==> config.mk <==
export PLATFORM = sky130hd
export DESIGN_NAME = bitcount_seq
export DESIGN_NICKNAME = d
export VERILOG_FILES = /design/src/rtl/bitcount_seq.sv
export SDC_FILE = /design/constraint.sdc
export NUM_CORES = 1
export LEC_CHECK = 0
export ABC_AREA = 1
export BUFFER_PORTS_ARGS = -buffer_cell sky130_fd_sc_hd__buf_4
export CORE_ASPECT_RATIO = 1.5
export CORE_MARGIN = 3
export CORE_UTILIZATION = 49
export CTS_CLUSTER_SIZE = 40
export DETAILED_ROUTE_END_ITERATION = 10
export PLACE_DENSITY = 0.72
export SYNTH_ARGS = -nofsm -noshare
export SYNTH_HDL_FRONTEND = slang
export SYNTH_SLANG_ARGS = --single-unit
export TNS_END_PERCENT = 100
==> constraint.sdc <==
create_clock -name CLK -period 1.15 [get_ports CLK]
set_clock_uncertainty 0.1 [all_clocks]
set_input_delay 0.23 -clock CLK [delete_from_list [all_inputs] [get_ports CLK]]
set_output_delay 0.23 -clock CLK [all_outputs]
set_load 0.01 [all_outputs]
==> src/rtl/bitcount_seq.sv <==
// Sequential bit statistics: popcount, highest-set position, trailing or leading zeros,
// scanned CHUNK bits per clock. Define BITCOUNT_SYNC_EN to pass STARTBTN through a 2-flop synchronizer.
module bitcount_seq #(
  parameter int WIDTH = 10,
  parameter int CHUNK = 1,
  localparam int OUT_W = $clog2(WIDTH + 1)
) (
  input  logic             CLK,
  input  logic             RESET,
  input  logic             STARTBTN,
  input  logic [WIDTH-1:0] NUM,
  input  logic [1:0]       MODE,
  output logic [OUT_W-1:0] HBITS,
  output logic             BUSY,
  output logic             DONE,
  output logic             ZERO
);

  if ((WIDTH < 2) || (CHUNK < 1) || ((WIDTH % CHUNK) != 0)) begin : g_param_err
    $error("bitcount_seq: WIDTH must be >= 2 and CHUNK must divide WIDTH");
  end

  localparam int unsigned CHUNK_U = CHUNK;

  typedef enum logic [1:0] {
    IDLE = 2'd0,
    RUN  = 2'd1,
    FIN  = 2'd2
  } state_t;

  state_t state_q, state_d;

  logic btn_s, btn_prev_q, start_edge;

`ifdef BITCOUNT_SYNC_EN
  logic sync1_q, sync2_q;

  always_ff @(posedge CLK) begin
    if (RESET) begin
      sync1_q <= 1'b0;
      sync2_q <= 1'b0;
    end else begin
      sync1_q <= STARTBTN;
      sync2_q <= sync1_q;
    end
  end

  assign btn_s = sync2_q;
`else
  assign btn_s = STARTBTN;
`endif

  always_ff @(posedge CLK) begin
    if (RESET) btn_prev_q <= 1'b0;
    else       btn_prev_q <= btn_s;
  end

  assign start_edge = btn_s & ~btn_prev_q;

  logic [WIDTH-1:0] sh_q, sh_d;
  logic [1:0]       m_q, m_d;
  logic [OUT_W-1:0] acc_q, acc_d;
  logic [OUT_W-1:0] pos_q, pos_d;
  logic             seen_q, seen_d;
  logic [OUT_W-1:0] hbits_q, hbits_d;
  logic             zero_q, zero_d;
  logic             done_q, done_d;
  logic             busy_q, busy_d;

  logic [OUT_W-1:0] acc_v;
  logic [OUT_W-1:0] idx_v;
  logic             seen_v;
  logic             bit_v;

  // State register
  always_ff @(posedge CLK) begin
    if (RESET) state_q <= IDLE;
    else       state_q <= state_d;
  end

  // Next-state logic
  always_comb begin
    state_d = state_q;
    case (state_q)
      IDLE:    if (start_edge) state_d = RUN;
      RUN:     if (pos_q == OUT_W'(WIDTH - CHUNK)) state_d = FIN;
      FIN:     state_d = IDLE;
      default: state_d = IDLE;
    endcase
  end

  // Datapath and output next-values
  always_comb begin
    sh_d    = sh_q;
    m_d     = m_q;
    acc_d   = acc_q;
    pos_d   = pos_q;
    seen_d  = seen_q;
    hbits_d = hbits_q;
    zero_d  = zero_q;
    done_d  = 1'b0;
    busy_d  = busy_q;
    acc_v   = acc_q;
    seen_v  = seen_q;
    idx_v   = '0;
    bit_v   = 1'b0;
    case (state_q)
      IDLE: begin
        if (start_edge) begin
          sh_d   = NUM;
          m_d    = MODE;
          acc_d  = '0;
          pos_d  = '0;
          seen_d = 1'b0;
          busy_d = 1'b1;
        end
      end
      RUN: begin
        // Lower index first, so trailing-zero counting stops mid-chunk at the first one
        for (int unsigned j = 0; j < CHUNK_U; j++) begin
          bit_v = sh_q[j];
          idx_v = pos_q + OUT_W'(j);
          case (m_q)
            2'b00:        if (bit_v) acc_v = acc_v + OUT_W'(1);
            2'b01, 2'b11: if (bit_v) acc_v = idx_v + OUT_W'(1);
            default:      if (!seen_v && !bit_v) acc_v = acc_v + OUT_W'(1);
          endcase
          if (bit_v) seen_v = 1'b1;
        end
        acc_d  = acc_v;
        seen_d = seen_v;
        sh_d   = sh_q >> CHUNK;
        pos_d  = pos_q + OUT_W'(CHUNK);
      end
      FIN: begin
        hbits_d = (m_q == 2'b11) ? (OUT_W'(WIDTH) - acc_q) : acc_q;
        zero_d  = ~seen_q;
        done_d  = 1'b1;
        busy_d  = 1'b0;
      end
      default: ;
    endcase
  end

  always_ff @(posedge CLK) begin
    if (RESET) begin
      sh_q    <= '0;
      m_q     <= '0;
      acc_q   <= '0;
      pos_q   <= '0;
      seen_q  <= 1'b0;
      hbits_q <= '0;
      zero_q  <= 1'b0;
      done_q  <= 1'b0;
      busy_q  <= 1'b0;
    end else begin
      sh_q    <= sh_d;
      m_q     <= m_d;
      acc_q   <= acc_d;
      pos_q   <= pos_d;
      seen_q  <= seen_d;
      hbits_q <= hbits_d;
      zero_q  <= zero_d;
      done_q  <= done_d;
      busy_q  <= busy_d;
    end
  end

  assign HBITS = hbits_q;
  assign BUSY  = busy_q;
  assign DONE  = done_q;
  assign ZERO  = zero_q;

endmodule

Word-level counts from Yosys, hierarchy flattened
Index checks and enable logic that the tools add are counted.

operators by class
  reduce and logical (&&, ||, !) cells = 14
  mux-type cells = 19
  $add $sub $neg = 3
  eq/ne operators = 11
  bitwise logic cells = 3

operators with widths
  kind                                                                     count
  4-bit case mux with 2 select lines                                       3
  4-bit 2-to-1 mux                                                         5
  10-bit case mux with 2 select lines                                      1
  10-bit 2-to-1 mux                                                        1
  4-bit by 1-bit adder with 4-bit output, second input constant            2
  2-bit AND reduction                                                      4
  2-bit inequality test, second input constant                             3
  3-bit inequality test, second input constant                             2
  5-bit AND reduction                                                      1
  2-bit by 1-bit equality test with 1-bit output, second input constant    2
  2-bit equality test, second input constant                               2
  4-bit equality test, second input constant                               1
  2-bit logical NOT                                                        2
  1-bit 2-to-1 mux                                                         4
  2-bit 2-to-1 mux                                                         2
  4-bit by 2-bit inequality test with 1-bit output, second input constant  1
  1-bit case mux with 2 select lines                                       2
  2-bit case mux with 2 select lines                                       1
  2-bit nonzero test                                                       2
  4-bit subtractor, first input constant                                   1
  3-bit AND reduction                                                      1
  1-bit logical NOT                                                        2
  1-bit inverter                                                           2
  2-bit OR reduction                                                       1
  2 further kinds                                                          2

word-level totals
  output and inout bits = 7
  flip-flop bits (word level) = 31
  logic and storage cells = 61

Logic depth before layout (Yosys ltp)
  depth after elaboration = 5
  gate-level depth with buffers = 8
  depth with buffers taken out = 8

Worst setup path after synthesis
OpenSTA, ideal clock, no wires.

  path kind = flip-flop to flip-flop
  from = register acc_q[0]
  to = register hbits_q[1] (netlist: HBITS[1])
  library setup time = 0.070 ns
  path slack = -0.091 ns
  cell stages (with the launch flop) = 4
  data required time = 0.980 ns
  arrival = 1.071 ns
  buffers on the path = 0
  cell sequence = dfxtp_1 -> ha_1 -> or2_2 -> a21oi_1

between the ends
  word-level cells in the longest chain between the ends = 2

RTL lines
  element                 line  RTL
  from (decl)             62    logic [OUT_W-1:0] acc_q, acc_d;
  from (signal assigned)  149   acc_q <= '0;
  from (signal assigned)  159   acc_q <= acc_d;
  4-bit subtractor        136   hbits_d = (m_q == 2'b11) ? (OUT_W'(WIDTH) - acc_q) : acc_q;
  4-bit 2-to-1 mux        136
  to (signal assigned)    162   hbits_q <= hbits_d;
  to (decl)               65    logic [OUT_W-1:0] hbits_q, hbits_d;

Every way passes these cells.
A chain may end at the register's enable or synchronous reset.

Final worst setup path
  from = register state_q[1]
  to = register acc_q[1]

between the ends
  word-level cells in the longest chain between the ends = 3
  elaborated cells between the ends (all ways) = 9
  classes of those cells = eq/ne (5); mux (1); reduce/logical (3)

RTL lines
  element                                                                                          line  RTL
  from (decl)                                                                                      31    state_t state_q, state_d;
  from (signal assigned)                                                                           78    else state_q <= state_d;
  2-bit by 1-bit equality test with 1-bit output / 2-bit logical NOT (equally long branches)       107   case (state_q)
  4-bit by 2-bit inequality test with 1-bit output (no source line), or another cell as far along  --
  5-bit AND reduction (no source line)                                                             --

Several ways; a longest one is shown, not always the timed one.

==> impl_metrics.toml <==
[status]
status = "finished, violations left"
violations = "negative setup slack"

[layout]
fillCellCount = 198
n_antenna_cell = 0
stdcell_area_sq_mm = 0.00207
drive_above_1_share_pct = 40.7
nNetsFinal = 264
area_delta_synth_final_pct = 44.9

[place]
hpwl_um = 2600
place.gp.congestion = 0.793
numPortBuffers = 21
dpl_cell_area_sq_mm = 0.00177

[routing]
via_per_inst = 5.07
routedWlPerCell_um = 12.9
ant_nets = 0
routed_wl_um = 3640
via_count = 1434
firstDrtPassIters = 4
drtIter0Drc = 34
drc = 0

[clocking]
clockBufferDepth = 2
htreeDepth = 2
root_buffer = "clkbuf_8"
clkTransAtPathRegs_ns = 0.06
numCtsBuffers = 5
worstSkewPairLatency_ns = 0.28
cts_tree = "done"
cts_num_sinks = 31

[synth]
async_flop_share_pct = 0
synthFlopType = "dfxtp_1"
ys_types = 23
synthesis.area_sq_mm = 0.00143
synth-seq-cells = 31
syn-num-nets = 221
seq_area_frac_synth_pct = 43.4
yosysWarnings = 0
syn-mean-instance-area_sq_um = 7.09
synthCells = 202
synth_edf_count = 0

[global_route]
antenna_found_initial = 0
grt_pass1_vias = 1384
grt_overflow = 0
grt.total_usage_pct = 21.3
grt_start_max_net_pins = 18
grt_pass1_wl_um = 5820

[floorplanning]
die_area_sq_mm = 0.00362
initial_core_util_pct = 52.4
die_h_um = 72.2
fp-row-count = 23
ios = 22
core_area_sq_mm = 0.00273
die_w_um = 50.1

[timing]
rsz0062_at_grt = "yes"
fmax_mhz = 817
finalMaxSlewViolations = 0
hold_viol = 0
setup_violations = 18
min_period_ns = 1.22
holdWs_ns = 0.0824
tightest_slew_ns = 0.240
worst_slack_ns = -0.0736
slew-limit-headroom_pct = 83.9
finalCritPeriodShare_pct = 106

[critical_path]
cp.required_ns = 1.26
path_class = "reg2reg"
start_kind = "register"
cp_data_arrival_time_ns = 1.33
end_kind = "register"
worstPathMaxFanout = 4

[power_and_ir_drop]
leakage_nw = 0.906
vdd_drop_max_mv = 0.998
power.density_mw_per_mm2 = 1280

[hold_path]
hp-class = "in2reg"

[run]
maxCapViolations = 0
-- layout make-up --
cell class / count / area [sq um] / share of cell area [%]
Tap cell: 37 / 46.3 / 2.23
Clock buffer: 8 / 100 / 4.83
Sequential cell: 31 / 642 / 30.9
Timing Repair Buffer: 44 / 370 / 17.9
Multi-Input combinational cell: 138 / 820 / 39.5
Inverter: 25 / 96.3 / 4.64
-- flip-flops by register name (all words and copies together), names as in the netlist, 2 cells and up --
| signal | flops |
|---|---|
| m_q | 2 |
| state_q | 2 |
| pos_q | 4 |
| HBITS | 4 |
| acc_q | 4 |
| sh_q | 10 |
-- timing repair --
action | in CTS | in global routing
hold buffers | 0 | 0
pin swaps | 5 | 9
gates cloned | 0 | 1
setup buffers | 2 | 0
resized for setup | 27 | 21
setup endpoints to repair | 22 | 24
-- cells in the mapped netlist (3+ instances only) --
| cell type | number | share of area (%) |
|---|---|---|
| nor2_1 | 11 | 2.9 |
| inv_1 | 19 | 5.0 |
| a31oi_1 | 7 | 3.1 |
| ha_1 | 4 | 3.5 |
| o21ai_0 | 6 | 2.1 |
| clkbuf_1 | 3 | 0.79 |
| nand3_1 | 18 | 6.3 |
| buf_2 | 4 | 1.4 |
| o21ai_1 | 11 | 3.8 |
| dfxtp_1 | 31 | 43 |
| nand2_1 | 54 | 14 |
| a21oi_1 | 15 | 5.2 |
| inv_2 | 6 | 1.6 |
-- through the flow --
stage	power [mW]	worst slack, ns	cells	TNS [ns]	util [%]
global route	2.78	-0.143	283	-2.03	75.9
floorplan	1.45	0.00308	202	0	-
CTS	2.62	-0.0379	282	-0.214	72.9
global placement	1.60	-0.0395	272	-0.0564	64.8
finish	2.65	-0.0736	283	-0.630	75.9
detailed placement	1.62	-0.0790	272	-0.430	64.8
-- where the power goes --
part	total [mW]	leakage (nW)	internal [mW]	switching [mW]
Combinational	0.524	0.596	0.252	0.272
Sequential	1.20	0.259	1.14	0.0562
Clock	0.930	0.0515	0.545	0.385
Total	2.65	0.906	1.94	0.713
-- per-layer routing --
layer	vias up	GRT usage [%]	part of all wire (%)
met4	0	11.1	2.5
met3	9	5.95	3.8
met5	-	0	0
met1	657	20.5	37
met2	29	39.8	57
li1	739	-	-
-- path summary, 6_finish.rpt --
path	startpoint	to	slack, ns	cells past startpoint
max	state_q[1]$_SDFFE_PP0P_	acc_q[1]$_SDFFE_PP0P_	-0.07	7
min	NUM[9]	sh_q[9]$_SDFFE_PP0P_	0.08	3
max reg2reg	state_q[1]$_SDFFE_PP0P_	acc_q[1]$_SDFFE_PP0P_	-0.07	7
min reg2reg	sh_q[4]$_SDFFE_PP0P_	sh_q[3]$_SDFFE_PP0P_	0.38	2
-- cell usage in the layout, fill, tap and decap left out, types with 3 or more instances in the layout --
cell type and n:
dfxtp_2 5, inv_2 8, nand2_2 7, dfxtp_4 4, inv_1 16, nor2_1 8
nor2_4 3, o21ai_0 5, buf_6 4, clkbuf_8 7, buf_4 38, dfxtp_1 22
o21ai_1 10, a21oi_1 9, nor2_2 3, a31oi_1 7, nand3_2 3, nand2_1 46
nand3_1 14, a21oi_2 6
-- logic make-up after synthesis --
| family | after synthesis | share of synthesized area (%) |
|---|---|---|
| xor gates and xnor gates | 1 | 0.612 |
| DFF | 31 | 43.4 |
| AOI/OAI and AO/OA | 42 | 15.8 |
| and+or+nand+nor | 91 | 27.4 |
| adders and majority gates | 4 | 3.50 |
| buffers and inverters | 33 | 9.27 |
-- worst max-delay path, cell delays in order, from the launching register on --
cell     delay (ns)
dfxtp_2        0.38
inv_4          0.06
nand2_2        0.10
nand2_4        0.08
buf_6          0.13
nand3_4        0.10
nand2_1        0.06
a21oi_1        0.12
Note: power is estimated with default switching activity, not from simulation.
